$ cat config.mk
export PLATFORM = sky130hd
export DESIGN_NAME = control_sequencer_flat
export DESIGN_NICKNAME = d
export VERILOG_FILES = /design/src/rtl/control_sequencer_if.sv /design/src/rtl/control_sequencer.sv /design/src/flat_wrapper.sv
export SDC_FILE = /design/constraint.sdc
export NUM_CORES = 1
export LEC_CHECK = 0
export ABC_AREA = 1
export BUFFER_PORTS_ARGS = -buffer_cell sky130_fd_sc_hd__clkbuf_2
export CAP_MARGIN = 30
export CORE_AREA = 2 2 39 41
export DETAILED_ROUTE_END_ITERATION = 10
export DIE_AREA = 0 0 41 43
export HOLD_SLACK_MARGIN = 0.06
export SYNTH_ARGS = -nofsm -noshare
export SYNTH_HDL_FRONTEND = slang
export SYNTH_SLANG_ARGS = --single-unit
$ cat constraint.sdc
create_clock -name clk -period 1.8 [get_ports clk]
set_clock_uncertainty 0.2 [all_clocks]
set_input_delay 0.18 -clock clk [delete_from_list [all_inputs] [get_ports clk]]
set_output_delay 0.18 -clock clk [all_outputs]
set_load 0.01 [all_outputs]
$ cat src/rtl/control_sequencer_if.sv
// -----------------------------------------------------------------------------
// control_sequencer_if
//
// Bundles the signals exchanged between the T-state sequencer and the
// 4-bit datapath it steers.
//
// Signals:
//   run         sequencing enable (datapath/front panel -> sequencer)
//   ir_opcode   opcode field of the instruction register, IR[7:4]
//   zero_flag   registered ALU zero flag
//   carry_flag  registered ALU carry flag
//   control     16-bit control word (sequencer -> datapath)
//   t_state     current T-state, 0..4, 7 while halted
//   halted      high while the sequencer sits in HALT
//
// Modports:
//   master  the sequencer side: consumes status, drives the control word
//   slave   the datapath side: drives status, consumes the control word
// -----------------------------------------------------------------------------
interface control_sequencer_if;
    logic        run;
    logic [3:0]  ir_opcode;
    logic        zero_flag;
    logic        carry_flag;
    logic [15:0] control;
    logic [2:0]  t_state;
    logic        halted;

    modport master (
        input  run,
        input  ir_opcode,
        input  zero_flag,
        input  carry_flag,
        output control,
        output t_state,
        output halted
    );

    modport slave (
        output run,
        output ir_opcode,
        output zero_flag,
        output carry_flag,
        input  control,
        input  t_state,
        input  halted
    );
endinterface

$ cat src/rtl/control_sequencer.sv
// -----------------------------------------------------------------------------
// control_sequencer
//
// T-state sequencer and instruction decoder for the 4-bit microcontroller.
// The state register advances on the rising edge so the control word has
// settled before the falling edge, where the datapath registers latch.
// Every instruction runs a two-state fetch (T0, T1) followed by one to three
// execute states (T2..T4). HLT parks the sequencer in HALT until reset.
//
// Parameters:
//   NUM_T_STATES  number of active T-states (T0..T4), 3-bit state encoding
//   HLT_OPCODE    opcode that enters HALT
//
// Ports:
//   clk    system clock, state advances on posedge
//   reset  asynchronous, active-high; returns to T0 and blanks the control word
//   bus    control_sequencer_if.master: run, ir_opcode, zero_flag, carry_flag
//          in; control, t_state, halted out
// -----------------------------------------------------------------------------
module control_sequencer #(
    parameter int         NUM_T_STATES = 5,
    parameter logic [3:0] HLT_OPCODE   = 4'hF
) (
    input  logic                       clk,
    input  logic                       reset,
    control_sequencer_if.master        bus
);

    // -------------------------------------------------------------------------
    // Control word bit masks
    // -------------------------------------------------------------------------
    localparam logic [15:0] CB_CLR_ACC  = 16'h8000;
    localparam logic [15:0] CB_HLT      = 16'h4000;
    localparam logic [15:0] CB_PC_INC   = 16'h2000;
    localparam logic [15:0] CB_PC_OUT   = 16'h1000;
    localparam logic [15:0] CB_MAR_LD   = 16'h0800;
    localparam logic [15:0] CB_RAM_OUT  = 16'h0400;
    localparam logic [15:0] CB_IR_LD    = 16'h0200;
    localparam logic [15:0] CB_IR_OUT   = 16'h0100;
    localparam logic [15:0] CB_ACC_LD   = 16'h0080;
    localparam logic [15:0] CB_ACC_OUT  = 16'h0040;
    localparam logic [15:0] CB_ALU_SUB  = 16'h0020;
    localparam logic [15:0] CB_ALU_OUT  = 16'h0010;
    localparam logic [15:0] CB_B_LD     = 16'h0008;
    localparam logic [15:0] CB_OUT_LD   = 16'h0004;
    localparam logic [15:0] CB_PC_LD    = 16'h0002;
    localparam logic [15:0] CB_FLAGS_LD = 16'h0001;

    // Composite words reused by several instructions
    localparam logic [15:0] CW_FETCH_ADDR = CB_PC_OUT | CB_MAR_LD;
    localparam logic [15:0] CW_FETCH_INSN = CB_RAM_OUT | CB_IR_LD | CB_PC_INC;
    localparam logic [15:0] CW_OPND_ADDR  = CB_IR_OUT | CB_MAR_LD;
    localparam logic [15:0] CW_JUMP       = CB_IR_OUT | CB_PC_LD;
    localparam logic [15:0] CW_ALU_WB     = CB_ALU_OUT | CB_ACC_LD | CB_FLAGS_LD;

    // -------------------------------------------------------------------------
    // Opcodes
    // -------------------------------------------------------------------------
    localparam logic [3:0] OP_NOP = 4'h0;
    localparam logic [3:0] OP_LDA = 4'h1;
    localparam logic [3:0] OP_ADD = 4'h2;
    localparam logic [3:0] OP_SUB = 4'h3;
    localparam logic [3:0] OP_OUT = 4'h4;
    localparam logic [3:0] OP_JMP = 4'h5;
    localparam logic [3:0] OP_JZ  = 4'h6;
    localparam logic [3:0] OP_JC  = 4'h7;
    localparam logic [3:0] OP_CLR = 4'h8;

    // -------------------------------------------------------------------------
    // State encoding: T-states are their own index so t_state is the state
    // register itself. 5 and 6 are unused and fall back to T0.
    // -------------------------------------------------------------------------
    typedef enum logic [2:0] {
        ST_T0   = 3'd0,
        ST_T1   = 3'd1,
        ST_T2   = 3'd2,
        ST_T3   = 3'd3,
        ST_T4   = 3'd4,
        ST_HALT = 3'd7
    } state_e;

    // Index of the final active T-state; the memory-operand instructions run
    // up to this state before returning to T0.
    localparam logic [2:0] LAST_T = 3'(NUM_T_STATES - 1);

    state_e state_q;
    state_e state_d;

    logic [15:0] control_d;
    logic        is_mem_op;
    logic        is_hlt;

    // Instructions that need the full operand-fetch/ALU path through T4.
    assign is_mem_op = (bus.ir_opcode == OP_LDA) ||
                       (bus.ir_opcode == OP_ADD) ||
                       (bus.ir_opcode == OP_SUB);

    assign is_hlt = (bus.ir_opcode == HLT_OPCODE);

    // -------------------------------------------------------------------------
    // State register
    // -------------------------------------------------------------------------
    always_ff @(posedge clk or posedge reset) begin
        if (reset) begin
            state_q <= ST_T0;
        end else begin
            state_q <= state_d;
        end
    end

    // -------------------------------------------------------------------------
    // Next-state logic
    // -------------------------------------------------------------------------
    always_comb begin
        state_d = state_q;
        case (state_q)
            ST_T0: begin
                if (bus.run) begin
                    state_d = ST_T1;
                end
            end
            ST_T1: begin
                if (bus.run) begin
                    state_d = ST_T2;
                end
            end
            ST_T2: begin
                if (bus.run) begin
                    // HLT is checked first so it wins even if HLT_OPCODE is
                    // moved onto one of the other opcode values.
                    if (is_hlt) begin
                        state_d = ST_HALT;
                    end else if (is_mem_op && (LAST_T >= 3'd3)) begin
                        state_d = ST_T3;
                    end else begin
                        state_d = ST_T0;
                    end
                end
            end
            ST_T3: begin
                if (bus.run) begin
                    state_d = (LAST_T >= 3'd4) ? ST_T4 : ST_T0;
                end
            end
            ST_T4: begin
                if (bus.run) begin
                    state_d = ST_T0;
                end
            end
            ST_HALT: begin
                // Only reset leaves HALT; run is deliberately ignored.
                state_d = ST_HALT;
            end
            default: begin
                // Unused encodings recover unconditionally.
                state_d = ST_T0;
            end
        endcase
    end

    // -------------------------------------------------------------------------
    // Control word decode. Blanked during reset and while run is low so a
    // frozen state never repeats a side effect such as PC_INC.
    // -------------------------------------------------------------------------
    always_comb begin
        control_d = 16'h0000;
        if (!reset && bus.run) begin
            case (state_q)
                ST_T0: control_d = CW_FETCH_ADDR;
                ST_T1: control_d = CW_FETCH_INSN;
                ST_T2: begin
                    if (is_hlt) begin
                        control_d = CB_HLT;
                    end else begin
                        case (bus.ir_opcode)
                            OP_NOP: control_d = 16'h0000;
                            OP_LDA,
                            OP_ADD,
                            OP_SUB: control_d = CW_OPND_ADDR;
                            OP_OUT: control_d = CB_ACC_OUT | CB_OUT_LD;
                            OP_JMP: control_d = CW_JUMP;
                            // Flags are only looked at here, combinationally,
                            // so a late flag change still takes effect.
                            OP_JZ:  control_d = bus.zero_flag  ? CW_JUMP : 16'h0000;
                            OP_JC:  control_d = bus.carry_flag ? CW_JUMP : 16'h0000;
                            OP_CLR: control_d = CB_CLR_ACC | CB_FLAGS_LD;
                            default: control_d = 16'h0000;
                        endcase
                    end
                end
                ST_T3: begin
                    case (bus.ir_opcode)
                        // LDA clears the accumulator so the ALU add in T4
                        // yields 0 + B, i.e. a plain load.
                        OP_LDA:  control_d = CB_RAM_OUT | CB_B_LD | CB_CLR_ACC;
                        OP_ADD,
                        OP_SUB:  control_d = CB_RAM_OUT | CB_B_LD;
                        default: control_d = 16'h0000;
                    endcase
                end
                ST_T4: begin
                    case (bus.ir_opcode)
                        OP_LDA,
                        OP_ADD:  control_d = CW_ALU_WB;
                        OP_SUB:  control_d = CW_ALU_WB | CB_ALU_SUB;
                        default: control_d = 16'h0000;
                    endcase
                end
                default: control_d = 16'h0000;
            endcase
        end
    end

    // -------------------------------------------------------------------------
    // Outputs
    // -------------------------------------------------------------------------
    assign bus.control = control_d;
    assign bus.t_state = state_q;
    assign bus.halted  = (state_q == ST_HALT);

endmodule
$ cat src/flat_wrapper.sv
// flat-port wrapper written by rule: the top's interface ports become plain ports
module control_sequencer_flat 
#(
    parameter int         NUM_T_STATES = 5,
    parameter logic [3:0] HLT_OPCODE   = 4'hF
)
  (clk, reset, bus_run, bus_ir_opcode, bus_zero_flag, bus_carry_flag, bus_control, bus_t_state, bus_halted);
  control_sequencer_if bus_i ();
  input  logic clk;
  input  logic reset;
  input wire logic [$bits(bus_i.run)-1:0] bus_run;
  input wire logic [$bits(bus_i.ir_opcode)-1:0] bus_ir_opcode;
  input wire logic [$bits(bus_i.zero_flag)-1:0] bus_zero_flag;
  input wire logic [$bits(bus_i.carry_flag)-1:0] bus_carry_flag;
  output wire logic [$bits(bus_i.control)-1:0] bus_control;
  output wire logic [$bits(bus_i.t_state)-1:0] bus_t_state;
  output wire logic [$bits(bus_i.halted)-1:0] bus_halted;
  assign bus_i.run = bus_run;
  assign bus_i.ir_opcode = bus_ir_opcode;
  assign bus_i.zero_flag = bus_zero_flag;
  assign bus_i.carry_flag = bus_carry_flag;
  assign bus_control = bus_i.control;
  assign bus_t_state = bus_i.t_state;
  assign bus_halted = bus_i.halted;
  control_sequencer #(.NUM_T_STATES(NUM_T_STATES), .HLT_OPCODE(HLT_OPCODE)) u_core (.clk(clk), .reset(reset), .bus(bus_i));
endmodule
# Yosys cells after proc, flatten, opt, wreduce, memory -nomap -nowiden
# Cells that the tools add are included.
dict set report totals {
  reg_bits 3
  input_bits 9
  out_inout_bits 20
  wordCells 45
}
dict set report op_classes {
  eq_ne 19
  mux 16
  reduce_logical 9
}
# op n
set ops {}
lappend ops {{$pmux 16 s6} 1}
lappend ops {{$pmux 16 s5} 1}
lappend ops {{$mux 16} 2}
lappend ops {{$pmux 16 s2} 1}
lappend ops {{$mux 3} 6}
lappend ops {{$mux 9} 2}
lappend ops {{$pmux 3 s6} 1}
lappend ops {{$eq 4x3->1 const B} 4}
lappend ops {{$pmux 8 s2} 1}
lappend ops {{$ne 2x2->1 const B} 5}
lappend ops {{$eq 4x2->1 const B} 2}
lappend ops {{$eq 4x4->1 const B} 2}
lappend ops {{$eq 3x2->1 const B} 2}
lappend ops {{$eq 3x3->1 const B} 2}
lappend ops {{$reduce_and 5->1} 1}
lappend ops {{$eq 4x1->1 const B} 1}
lappend ops {{$reduce_or 2->1} 2}
lappend ops {{$eq 3x1->1 const B} 1}
lappend ops {{$logic_not 3->1} 1}
lappend ops {{$reduce_or 3->1} 1}
lappend ops {{$logic_or 1x1->1} 2}
lappend ops {{$mux 2} 1}
lappend ops {{$logic_and 1x1->1} 1}
lappend ops {{$logic_not 1->1} 1}

# Depth between registers and ports, before layout
dict set report depth {
  word_depth 7
  mapped_depth 8
}

# Least setup slack after synthesis
# Ideal clock, no wire load.
dict set report synth_path {
  kind {register to output}
  start {reg u_core.state_q[2], in the netlist u_core.bus.t_state[2]}
  end {out bus_control[6]}
  arrival_time_ps 1453
  t_required_ps 1420
  slack_ps -33
  path_stages_with_launch 5
  path_buffers 1
  cell_sequence {dfrtp_1 > nor3_4 > nand2_2 > nor4_1 > buf_4}
}
dict set report synth_between {
  elab_chain_cells 3
  elab_cells_between_ends 7
  classes_between {eq/ne: 4; mux: 2; reduce/logical: 1}
}
# element line
set synth_lines {}
lappend synth_lines {{from (decl)} control_sequencer.sv:86} ;# state_e state_q;
lappend synth_lines {{from (signal assigned)} control_sequencer.sv:107} ;# state_q <= state_d;
lappend synth_lines {{$eq 3x3->1, or another cell as far along} control_sequencer.sv:168} ;# case (state_q)
lappend synth_lines {{$pmux 16 s5 *} control_sequencer.sv:168}
lappend synth_lines {{$mux 16 *} control_sequencer.sv:167} ;# if (!reset && bus.run) begin
lappend synth_lines {{to (decl)} flat_wrapper.sv:15} ;# output wire logic [$bits(bus_i.control)-1:0] bus_control;
# Mark *: on every way between the ends. The rest lies on a longest branch, timed or not.

# Worst setup path in the final report
dict set report layout_path {
  start {reg u_core.state_q[0], in the netlist u_core.bus.t_state[0]}
  end {out bus_control[8]}
}
# The elaborated chain is that of the path after synthesis.

==> impl_results.md <==
* Status: finished clean
* Worst reg2reg endpoint: u_core.bus.t_state[2]
* DIE AREA at 0.001763 mm2
* DP Area at 565.5 um2
* Critical Path Source Type: flop
* Critical path fanouts, max at 5
* R2R Setup Slk at 0.43 ns
* Fin Setup TNS at 0 ns
* Post-synth top area share at 22.26%
* Routed wl met2 at 554 um
* GRT Residual Overflow at 0
* Worst r2r src: u_core.bus.t_state[0]
* Num rows at 14
* # port buffers at 28
* Routed Antenna Nets at 0
* Global placement routability congestion at 0.8165
* Rel. slew slack at 81.96%
* Post-synth cell types at 16
* YS warnings at 0
* DP HPWL at 933.1 um
* Mapped Nets at 87
* Yosys top cell by area: nand2_1
* Core Region at 0.001384 mm2
* CTS max path bufs at 2
* Max FFs per register at 3
* WL/cell at 8.961 um
* Metal3 WL at 63 um
* Highest clock rate at 564.6 MHz
* Most frequent cell after synthesis: nand2_1
* Vias after detailed routing at 584
* Tcrit/Tclk final at 98.39%
* Worst Hold Class: in2reg
* Starting Density at 30.47%
* PD cells at 328.7 mW/mm2
* Synth Register Bits at 3
* Synth top area cells: nand2_1 22%, dfrtp_1 18%, inv_1 12%, nor2_1 9.8%, nand3_1 9.5%
* Sink Count at 3
* Syn avg cell area at 5.406 um2
* CP max-delay cell: dfrtp_2
* Iter 0 DRT Violations at 4
* Sequential-to-total area share from yosys stat at 17.80%
* Global-route wire length before repair at 1.800 mm
* Chip Height at 43 um
* Worst endpoint data arrival time at 1.39 ns
* DR top layer: met3
* Root buf cell: clkbuf_4
* Required time worst endpoint at 1.42 ns
* Vias in the first global route at 470
* Pre-antenna DRT Iters at 4
* Pins over their slew limit at 0
* CP cell instances: nor3_4 > nand2_2 > inv_2 > nand2_2 > o21ai_2 > buf_2
* Initial antenna violation count at 0
* Max-cap violations at 0
* Slew @ Worst Pin at 0.2693 ns
* Residual DRC at 0
* Crit path largest cell delay at 0.45 ns
* H-Tree Depth at 1
* GR Util All Layers at 14.90%
* Worst Setup SP: u_core.bus.t_state[0]
* RSZ-0062 raised after global routing: yes
* Via density at 4.527
* Post-Synthesis Cells at 78
* CTS tree: yes
* Width of the die at 41 um
* Latest clock arrival within the worst-skew pair at 0.23 ns
* Wirelength, routed at 1.156 mm
* Num CTS Buffers at 3
* Layout cells sized above 1 at 45.13%
* IO Pins at 29
* Placed insts at 119
* Largest net degree at the start of global routing at 9
* Leakage power at 0.3723 nW
* CP dominant cell by count: nand2_2
* Ys async rst share at 100.0%
* CP Class: reg2out
* Filler Cell Count at 172
* Non-Filler Instances at 129
* Synth Flop Type: dfrtp_1
* Worst VDD drop at 0.4423 mV
* Setup Viol. Count Final at 0
* # nets final at 123
* Area delta synth->final at 58.46%
* Post-synth EDFFs at 0
* Crit path capture: bus_control[8]
* Synth Cell Area at 421.7 um2
* CP endpoint kind: output pin
* Endpoints failing hold at 0
* Met1 wire length at 538 um
* Final min period at 1.771 ns
* Synth cell count leaders: 25 x nand2_1, 13 x inv_1, 11 x nor2_1
* Antenna Cells at 0
* Final instance area at 668.1 um2
* Worst-path clk slew at 0.04 ns
* Worst r2r path cells at 6
-- power by group --
group	internal, mW	total, mW	switching [mW]
combinational	0.0145	0.0377	0.0231
sequential	0.0678	0.0678	0
clock	0.0828	0.114	0.0313
total	0.165	0.220	0.0545
-- cell type report --
| type | count | area (um2) | area share [%] |
|---|---|---|---|
| Multi-Input combinational cell | 58 | 297.8 | 44.57 |
| Timing Repair Buffer | 34 | 190.2 | 28.46 |
| Sequential cell | 3 | 78.83 | 11.80 |
| Inverter | 14 | 55.05 | 8.240 |
| Clock buffer | 4 | 26.28 | 3.933 |
| Tap cell | 16 | 20.02 | 2.996 |
-- worst min path at each step --
stage / end / start / cells after the start / slack (ns)
after floorplan: u_core.bus.t_state[0] / reset / 1 / -0.26
after global placement: u_core.bus.t_state[2] / reset / 2 / -0.16
after detailed placement: u_core.bus.t_state[2] / reset / 2 / -0.16
after CTS: u_core.bus.t_state[0] / bus_run / 4 / 0.09
after global routing: u_core.bus.t_state[0] / bus_run / 4 / 0.13
final: u_core.bus.t_state[0] / bus_run / 4 / 0.09
-- per-layer routing --
metal | vias up | global-route usage, %
met5 | - | 0
met4 | 0 | 8.000
met3 | 0 | 3.141
met2 | 19 | 21.25
met1 | 248 | 20.13
li1 | 317 | -
-- cells in the final DEF, fill, tap and decap left out, types with 2 or more instances in the layout --
cell type,Yosys,routed
nand3_1,8,7
buf_4,3,4
clkbuf_2,0,23
a21oi_1,3,3
nand2_2,1,3
clkbuf_4,0,3
nor2_1,11,9
o21ai_2,2,2
inv_2,1,2
dlygate4sd3_1,0,2
nand2_1,25,23
inv_1,13,11
dfrtp_2,0,3
o21ai_1,1,2
buf_2,0,5
-- kinds of logic (layout without fill, tap and decap cells) --
logic type	after synthesis	after routing	share of synthesized area, %
DFF	3	3	17.80
buffers and inverters	17	52	17.80
and+or+nand+nor	49	49	51.34
AOI/OAI and AO/OA	9	9	13.06
-- through the flow --
stage / power [mW] / setup WS, ns / hold WS (ns) / util [%]
6_report: 0.2196 / 0.02895 / 0.08908 / 48.28
5_1_grt: 0.2408 / -0.06685 / 0.1341 / 48.28
4_1_cts: 0.2260 / -0.002742 / 0.08541 / 45.12
3_5_place_dp: 0.1026 / 0.1795 / -0.1580 / 40.87
3_3_place_gp: 0.1027 / 0.1884 / -0.1607 / 40.87
2_1_floorplan: 0.08748 / 0.1379 / -0.2582 / -
-- critical path: cells and delay by family, from the launching register on --
kind / cells / cell delay, ns
AO/OA/AOI/OAI: 1 / 0.09
flip-flops: 1 / 0.45
AND/OR/NAND/NOR: 3 / 0.41
buffers and inverters: 2 / 0.21
-- what timing repair did --
item | CTS | global route
pin swaps | 0 | 0
endpoints found under the hold margin | 4 | 0
hold buffers | 2 | 0
resized for setup | 4 | 14
setup buffers | 1 | 3
setup endpoints to repair | 9 | 10
Power figures use the tool's default switching activity.
